$ cat src/rtl/font_pkg.sv
// Font ROM types and widths shared by the arbiter and the draw_* text stages.
package font_pkg;

    localparam int unsigned FONT_ADDR_W = 11;
    localparam int unsigned FONT_DATA_W = 8;
    localparam int unsigned CHAR_LINE_W = 4;

    typedef struct packed {
        logic                   req;
        logic [FONT_ADDR_W-1:0] addr;
    } font_req_t;

    // ROM address of one pixel line of a character glyph.
    function automatic logic [FONT_ADDR_W-1:0] font_addr(input logic [6:0] char_code,
                                                         input logic [CHAR_LINE_W-1:0] char_line);
        return {char_code, char_line};
    endfunction

endpackage

$ cat src/rtl/rr_arbiter_core.sv
// Combinational round-robin find-first: the first set req bit at or above ptr, modulo N_REQ.
module rr_arbiter_core
    import font_pkg::*;
#(
    parameter int unsigned N_REQ = 4,
    parameter int unsigned PTR_W = $clog2(N_REQ)
) (
    input  logic [N_REQ-1:0] req_i,
    input  logic [PTR_W-1:0] ptr_i,
    output logic [N_REQ-1:0] gnt_o
);

    logic [PTR_W:0]   sum;
    logic [PTR_W-1:0] idx;
    logic             found;

    // Walk the requesters in rotated order; the first hit wins.
    always_comb begin
        gnt_o = '0;
        found = 1'b0;
        sum   = '0;
        idx   = '0;
        for (int k = 0; k < int'(N_REQ); k++) begin
            sum = {1'b0, ptr_i} + (PTR_W + 1)'(k);
            // Explicit wrap so non-power-of-2 N_REQ never indexes past the top requester.
            if (sum >= (PTR_W + 1)'(N_REQ)) begin
                sum = sum - (PTR_W + 1)'(N_REQ);
            end
            idx = sum[PTR_W-1:0];
            if (!found && req_i[idx]) begin
                gnt_o[idx] = 1'b1;
                found      = 1'b1;
            end
        end
    end

endmodule

$ cat src/rtl/font_rom_arbiter.sv
// Shares one synchronous font ROM port between N_REQ text stages, one lookup per clock,
// returning each ROM line to its requester tagged by a one-hot valid.
module font_rom_arbiter
    import font_pkg::*;
#(
    parameter int unsigned N_REQ   = 4,
    parameter int unsigned ADDR_W  = FONT_ADDR_W,
    parameter int unsigned DATA_W  = FONT_DATA_W,
    parameter int unsigned ROM_LAT = 1
) (
    input  logic                    clk_i,
    input  logic                    rst_ni,
    input  logic [N_REQ-1:0]        req_i,
    input  logic [N_REQ*ADDR_W-1:0] req_addr_i,
    output logic [N_REQ-1:0]        gnt_o,
    output logic                    rom_en_o,
    output logic [ADDR_W-1:0]       rom_addr_o,
    input  logic [DATA_W-1:0]       rom_data_i,
    output logic [N_REQ-1:0]        rsp_valid_o,
    output logic [DATA_W-1:0]       rsp_data_o
);

    localparam int unsigned PTR_W = $clog2(N_REQ);

    logic [PTR_W-1:0]  ptr_q, ptr_d;
    logic [N_REQ-1:0]  core_gnt;
    logic [N_REQ-1:0]  xfer_vec;
    logic              xfer;
    logic [PTR_W-1:0]  win_idx;
    logic [ADDR_W-1:0] win_addr;

    logic              rom_en_q, rom_en_d;
    logic [ADDR_W-1:0] rom_addr_q, rom_addr_d;
    logic [N_REQ-1:0]  tag_q [ROM_LAT+1];
    logic [N_REQ-1:0]  rsp_valid_q, rsp_valid_d;
    logic [DATA_W-1:0] rsp_data_q, rsp_data_d;

    rr_arbiter_core #(
        .N_REQ (N_REQ),
        .PTR_W (PTR_W)
    ) u_core (
        .req_i (req_i),
        .ptr_i (ptr_q),
        .gnt_o (core_gnt)
    );

    // Grant is suppressed while reset is held so no stage sees a phantom handshake.
    assign gnt_o = rst_ni ? core_gnt : '0;

    // Decode the winner and compute the next issue, pointer and response values.
    always_comb begin
        xfer_vec = req_i & gnt_o;
        xfer     = |xfer_vec;
        win_idx  = '0;
        win_addr = '0;
        for (int i = 0; i < int'(N_REQ); i++) begin
            if (xfer_vec[i]) begin
                win_idx  = PTR_W'(i);
                win_addr = req_addr_i[i*ADDR_W +: ADDR_W];
            end
        end

        ptr_d      = ptr_q;
        rom_en_d   = xfer;
        rom_addr_d = rom_addr_q;
        if (xfer) begin
            ptr_d      = (win_idx == PTR_W'(N_REQ - 1)) ? '0 : win_idx + PTR_W'(1);
            rom_addr_d = win_addr;
        end

        rsp_valid_d = tag_q[ROM_LAT];
        rsp_data_d  = rsp_data_q;
        if (|tag_q[ROM_LAT]) begin
            rsp_data_d = rom_data_i;
        end
    end

    // Pointer, ROM issue, tag pipe and response registers.
    always_ff @(posedge clk_i or negedge rst_ni) begin
        if (!rst_ni) begin
            ptr_q       <= '0;
            rom_en_q    <= 1'b0;
            rom_addr_q  <= '0;
            rsp_valid_q <= '0;
            rsp_data_q  <= '0;
            for (int s = 0; s <= int'(ROM_LAT); s++) begin
                tag_q[s] <= '0;
            end
        end else begin
            ptr_q       <= ptr_d;
            rom_en_q    <= rom_en_d;
            rom_addr_q  <= rom_addr_d;
            rsp_valid_q <= rsp_valid_d;
            rsp_data_q  <= rsp_data_d;
            tag_q[0]    <= xfer_vec;
            for (int s = 1; s <= int'(ROM_LAT); s++) begin
                tag_q[s] <= tag_q[s-1];
            end
        end
    end

    assign rom_en_o    = rom_en_q;
    assign rom_addr_o  = rom_addr_q;
    assign rsp_valid_o = rsp_valid_q;
    assign rsp_data_o  = rsp_data_q;

    // Grant must be one-hot (or idle) and only ever point at an active request.
    a_gnt_legal : assert property (@(posedge clk_i) disable iff (!rst_ni)
        $onehot0(gnt_o) && ((gnt_o & ~req_i) == '0));

endmodule
$ cat config.mk
export PLATFORM = sky130hd
export DESIGN_NAME = font_rom_arbiter
export DESIGN_NICKNAME = d
export VERILOG_FILES = /design/src/rtl/font_pkg.sv /design/src/rtl/rr_arbiter_core.sv /design/src/rtl/font_rom_arbiter.sv
export SDC_FILE = /design/constraint.sdc
export NUM_CORES = 1
export LEC_CHECK = 0
export CORE_UTILIZATION = 26
export DETAILED_ROUTE_END_ITERATION = 6
export PLACE_DENSITY_LB_ADDON = 0.12
export SLEW_MARGIN = 40
export SYNTH_ARGS = -nofsm -noshare
export SYNTH_HDL_FRONTEND = slang
export SYNTH_SLANG_ARGS = --single-unit
export TNS_END_PERCENT = 20
$ cat constraint.sdc
create_clock -name clk_i -period 2.7 [get_ports clk_i]
set_input_delay 0.405 -clock clk_i [delete_from_list [all_inputs] [get_ports clk_i]]
set_output_delay 0.405 -clock clk_i [all_outputs]
set_load 0.01 [all_outputs]
==> run_results.csv, run 1 <==
group,metric,value,unit
synthesis,ys_ff_latch,34,
clock_network,clock_sinks,34,
timing,fin_crit_sh,0.995,
worst_setup_path,crit_fanout,6,
pwr,power_density,1070,mW/mm²
layout,design_area,0.00322,mm²
timing,rsz0062_at_grt,"yes",
clock_network,insertion_delay,0.28,ns
floorplanning,fp.dieH,87.3,µm
timing,finalClockSkew,0.00532,ns
floorplanning,fp.dieW,87.3,µm
floorplanning,start_util,0.274,
pwr,ir_drop,0.000429,V
clock_network,path_clk_slew,0.07,ns
drt,initialDrtViolationCount,72,
clock_network,cts_buffers,5,
global_routing,grt.total_usage,0.138,
synthesis,synth_top_area_frac,0.449,
place,placed_area,0.00300,mm²
timing,holdWs,0.347,ns
floorplanning,io_pins,86,
worst_setup_path,worstPathRequired,2.30,ns
timing,max_freq,372,MHz
timing,hold_viol,0,
layout,syn_to_final_growth,70.0,%
synthesis,synth_cell_types,34,
drt,first_pass_iters,4,
min_path,hold_path_class,"in -> async",
drt,drc_errors,0,
timing,slew_headroom,0.708,
clock_network,cts_tree,"built",
worst_setup_path,r2r_slack,0.02,ns
clock_network,root_buffer,"clkbuf_8",
timing,period_minus_slack,2.69,ns
floorplanning,design.core.area,0.00691,mm²
floorplanning,rows,30,
global_routing,antenna_found_initial,0,
worst_setup_path,critPathLaunchType,"register",
worst_setup_path,cp_data_arrival_time,2.28,ns
drt,via_per_inst,4.52,
synthesis,ys_seq_area_frac,0.449,
timing,drv_slew,0,
layout,drive_gt1_frac,0.290,
place,numPortBuffers,85,
worst_setup_path,rr_endpoint,"rom_addr_o[9]",
synthesis,synth_ff_type,"dfrtp_1",
pwr,power_leakage,1.49,nW
global_routing,grt_pass1_vias,1638,
synthesis,synth_edf_count,0,
synthesis,netlist_area,0.00189,mm²
drt,ant_nets,0,
place,place.gp.congestion,0.793,
synthesis,syn_area_per_cell,11.1,µm²
worst_setup_path,endpoint,"gnt_o[3]",
worst_setup_path,rr_startpoint,"ptr_q[0]",
run,drv_cap,0,
layout,n_antenna_cell,0,
timing,fin_tns_setup,0,ns
synthesis,syn_inst,170,
drt,wirelength,5300,µm
run_status,outcome,"completed",
synthesis,yosys-top-cells-area,"dfrtp_1 (45%), a221oi_2 (8.7%), nand2_1 (5.4%)",
clock_network,cts_htree_levels,2,
floorplanning,die_area,0.00763,mm²
worst_setup_path,critical_path_class,"reg -> out",
worst_setup_path,setup.worst_path.end_class,"output pin",
synthesis,synth.net_count,234,
clock_network,ctsLongestPathBuffers,2,
layout,fin_nets,353,
timing,finalSetupViolations,0,
synthesis,ys_warn_count,0,
place,detailed_place_hpwl,3920,µm
synthesis,synth_area_leader_cell,"dfrtp_1",
global_routing,grt_pass1_wl,8000,µm
worst_setup_path,crit_start,"ptr_q[0]",
drt,wl_per_cell,13.7,µm
global_routing,overflow,0,
drt,num_vias,1746,
synthesis,ys_async_sr_fraction,1.00,
timing,worst_pin_slew,0.438,ns
worst_setup_path,r2r_cells,11,
global_routing,grt_max_degree,35,
==> cells by family after synthesis <==
| group | Yosys count | synth area share |
|---|---|---|
| and+or+nand+nor | 54 | 0.139 |
| AOI/OAI and AO/OA | 49 | 0.223 |
| DFF | 34 | 0.449 |
| buffers and inverters | 15 | 0.0535 |
| muxes | 12 | 0.0952 |
| adders and majority gates | 6 | 0.0397 |
==> flip-flops by register name, summed over array words and instances, names as in the netlist <==
signal       count
rom_en_o         1
rsp_valid_d      4
ptr_q            2
rom_addr_o      11
rsp_data_o       8
rsp_valid_o      4
tag_q            4
==> cells in the final DEF, fill, tap and decap left out, types with 6 or more instances in the layout <==
master / n
dfrtp_1: 34
nand2_1: 27
a221oi_2: 11
buf_4: 30
clkdlybuf4s50_1: 76
o21ai_1: 11
clkbuf_8: 6
mux2_2: 8
nor2_1: 16
a21o_1: 11
==> metal layers <==
layer	track usage	up-vias	routed length (µm)
met3	0.0398	2	358
met1	0.171	830	2340
li1	-	847	-
met4	0.0313	0	6
met5	0	-	0
met2	0.239	67	2600
==> cells in the mapped netlist, types with 3 or more instances <==
cell type  instances
buf_6              5
nand2_1           27
o21ai_0            3
o21ai_1           10
ha_1               6
inv_1              5
a21oi_1            5
nor2_1            16
a21o_1            11
dfrtp_1           34
mux4_2             4
mux2_2             8
a221oi_2          11
==> cell type report <==
| type | instances | area (µm²) |
|---|---|---|
| Clock buffer | 6 | 82.6 |
| Fill cell | 691 | 3690 |
| Multi-Input combinational cell | 121 | 988 |
| Timing Repair Buffer | 121 | 1140 |
| Sequential cell | 34 | 851 |
| Clock inverter | 2 | 12.5 |
| Inverter | 6 | 25.0 |
| Tap cell | 96 | 120 |
==> per-stage QoR <==
stage | power, W | worst slack [ns] | std cells | util
after CTS | 0.00331 | -0.119 | 381 | 0.452
final | 0.00344 | 0.0148 | 386 | 0.466
after global routing | 0.00370 | -0.101 | 386 | 0.466
after floorplan | 0.00197 | 0.174 | 170 | -
after global placement | 0.00286 | -0.285 | 369 | 0.434
after detailed placement | 0.00286 | -0.321 | 369 | 0.434
==> worst max-delay path, cell delays in order (launching register included) <==
cell and delay [ns]:
dfrtp_1 0.42, buf_6 0.16, mux4_2 0.60, buf_6 0.17, o31a_1 0.30, nor2_1 0.08
dlygate4sd2_1 0.27
==> where the power goes <==
| group | leakage [nW] | total [W] | switching, W | internal, W |
|---|---|---|---|---|
| sequential | 0.428 | 0.000831 | 0.000101 | 0.000730 |
| combinational | 1.02 | 0.00222 | 0.000970 | 0.00125 |
| clock | 0.0472 | 0.000390 | 0.000185 | 0.000205 |
| total | 1.49 | 0.00344 | 0.00126 | 0.00219 |
==> timing repair <==
action,CTS,global route
setup endpoints to repair,9,15
resized for setup,10,17
cloned,0,0
hold buffers,0,0
pin swaps,1,3
buffers inserted,4,5
hold endpoints to repair,0,0
==> worst min path at each step <==
stage                     endpoint  cells past startpoint
finish               rsp_data_o[2]                      2
global route        rsp_valid_d[0]                      0
CTS                 rom_addr_o[10]                      2
detailed placement  rsp_valid_d[1]                      0
global placement    rsp_valid_d[0]                      0
floorplan                 ptr_q[0]                      0
Power figures use the tool's default switching activity.
==> inputs of run 2 (changes only) <==
Settings changed: PLACE_DENSITY_LB_ADDON 0.12 to 0.3.
==> run 2 against run 1 <==
Critical path depth increased by 6. Cell area increased by 2.2%. The flow now finishes with violations (setup timing). Utilization increased by 1.0 points. Sequential cell count unchanged. Worst setup slack got worse by 0.038 ns. Die area unchanged. Sequential share of layout area decreased by 0.56 points. Combinational power increased by 5%. Largest power group unchanged. Power increased by 2.9%.
==> run_results.csv, run 2 (synthesized netlist as in run 1, its figures left out) <==
group,metric,value,unit
run_status,outcome,"finished with violations",
run_status,failed_checks,"setup timing",
drt,ant_nets,0,
timing,max_freq,367,MHz
clock_network,insertion_delay,0.28,ns
timing,slew_headroom,0.712,
clock_network,cts_tree,"built",
worst_setup_path,r2r_slack,-0.02,ns
drt,num_vias,1763,
worst_setup_path,worstPathRequired,2.90,ns
worst_setup_path,slowest_delay,0.58,ns
run,drv_cap,0,
layout,fin_nets,357,
global_routing,grt_pass1_vias,1720,
drt,drc_errors,0,
layout,final_common_cell,"clkdlybuf4s50_1",
layout,n_antenna_cell,0,
worst_setup_path,worstSetupPathDepth,12,
floorplanning,io_pins,86,
global_routing,overflow,0,
layout,drive_gt1_frac,0.303,
drt,wirelength,5460,µm
timing,period_minus_slack,2.72,ns
timing,fin_crit_sh,1.01,
layout,syn_to_final_growth,73.7,%
timing,drv_slew,0,
floorplanning,die_area,0.00763,mm²
worst_setup_path,slowest_stage,"mux4_2",
clock_network,root_buffer,"clkbuf_8",
pwr,power_density,1080,mW/mm²
timing,fin_tns_setup,-0.106,ns
drt,wl_per_cell,14.0,µm
worst_setup_path,crit_buf_inv,6,
worst_setup_path,rr_startpoint,"ptr_q[1]",
timing,hold_viol,0,
clock_network,ctsLongestPathBuffers,2,
global_routing,antenna_found_initial,0,
global_routing,grt_pass1_wl,8180,µm
global_routing,grt.total_usage,0.140,
global_routing,grt_max_degree,35,
place,numPortBuffers,85,
floorplanning,rows,30,
place,dp_slack,-0.313,ns
clock_network,cts_hold_buf,0,
drt,met1_length,2380,µm
clock_network,path_clk_slew,0.07,ns
floorplanning,design.core.area,0.00691,mm²
min_path,hold_path_class,"in -> async",
pwr,p_total,0.00355,W
place,place.gp.congestion,0.859,
floorplanning,fp.dieW,87.3,µm
timing,rsz0062_at_grt,"yes",
worst_setup_path,r2r_cells,12,
worst_setup_path,critical_path.top_delay_family,"buffers and inverters",
layout,largest_reg_flops,11,
timing,worst_pin_slew,0.432,ns
clock_network,cts_buffers,5,
drt,initialDrtViolationCount,39,
place,detailed_place_hpwl,4070,µm
worst_setup_path,path_cells,"buf_6 > mux4_2 > buf_6 > a22o_1 > buf_4 > a41oi_4 > inv_2 > nor4_4 > buf_4 > clkbuf_16 > nand2_1 > o21ai_1",
pwr,power_leakage,1.54,nW
floorplanning,start_util,0.274,
clock_network,cts_htree_levels,2,
drt,top_layer_used,"met4",
worst_setup_path,crit_fanout,6,
drt,first_pass_iters,4,
worst_setup_path,rr_endpoint,"rom_addr_o[1]",
drt,met2WireLength,2740,µm
drt,via_per_inst,4.52,
floorplanning,fp.dieH,87.3,µm
timing,fin_ws,-0.0229,ns
layout,final_cell_mix,"clkdlybuf4s50_1 (76), dfrtp_1 (34), buf_4 (33)",
worst_setup_path,critical_path_class,"reg -> reg",
worst_setup_path,setup.worst_path.end_class,"register",
worst_setup_path,critPathLaunchType,"register",
pwr,ir_drop,0.000266,V
timing,finalClockSkew,0.00365,ns
drt,wl_met3,272,µm
worst_setup_path,cp_data_arrival_time,2.93,ns
clock_network,clock_sinks,34,
timing,finalSetupViolations,8,
==> run 2: layout make-up <==
class                      count  area [µm²]
clock inverter                 1        5.00
multi-input combinational    121         983
fill                         678        3620
clock buffer                   7        86.3
inverter                       6        35.0
timing repair buffer         125        1210
sequential                    34         851
tap                           96         120
==> run 2: repair_timing <==
item | CTS | global route
gates cloned | 0 | 1
buffers inserted | 0 | 13
pin swaps | 0 | 3
resized for setup | 12 | 20
endpoints found under the setup margin | 7 | 16
==> run 2: worst register-to-register path: stages (launching register included) <==
cell	delay, ns
dfrtp_1	0.40
buf_6	0.13
mux4_2	0.58
buf_6	0.16
a22o_1	0.23
buf_4	0.14
a41oi_4	0.22
inv_2	0.09
nor4_4	0.27
buf_4	0.18
clkbuf_16	0.14
nand2_1	0.05
o21ai_1	0.06
==> run 2: per-stage QoR <==
stage	area, µm²	hold WS (ns)	cells	utilization
2_1_floorplan	1890	0.109	170	-
3_3_place_gp	3020	0.333	368	0.437
3_5_place_dp	3020	0.337	368	0.437
4_1_cts	3130	0.331	376	0.453
5_1_grt	3290	0.359	390	0.476
6_report	3290	0.338	390	0.476
==> run 2: worst max path at each step <==
stage,endpoint,slack (ns),start
6_report,rom_addr_o[1],-0.02,ptr_q[1]
5_1_grt,rom_addr_o[10],-0.15,ptr_q[1]
4_1_cts,gnt_o[2],-0.20,ptr_q[1]
3_5_place_dp,gnt_o[3],-0.31,req_i[3]
3_3_place_gp,gnt_o[3],-0.27,req_i[1]
2_1_floorplan,rom_addr_o[3],0.17,ptr_q[0]
==> run 2: layer usage <==
layer / global-route usage / vias up
li1: - / 857
met1: 0.184 / 844
met2: 0.231 / 56
met3: 0.0313 / 6
met4: 0.0402 / 0
met5: 0 / -
==> run 2: where the power goes <==
group | total (W) | switching (W) | leakage, nW | internal, W
registers | 0.000829 | 0.0000993 | 0.428 | 0.000730
logic | 0.00234 | 0.00100 | 1.07 | 0.00134
clock network | 0.000378 | 0.000172 | 0.0482 | 0.000206
total | 0.00355 | 0.00127 | 1.54 | 0.00227
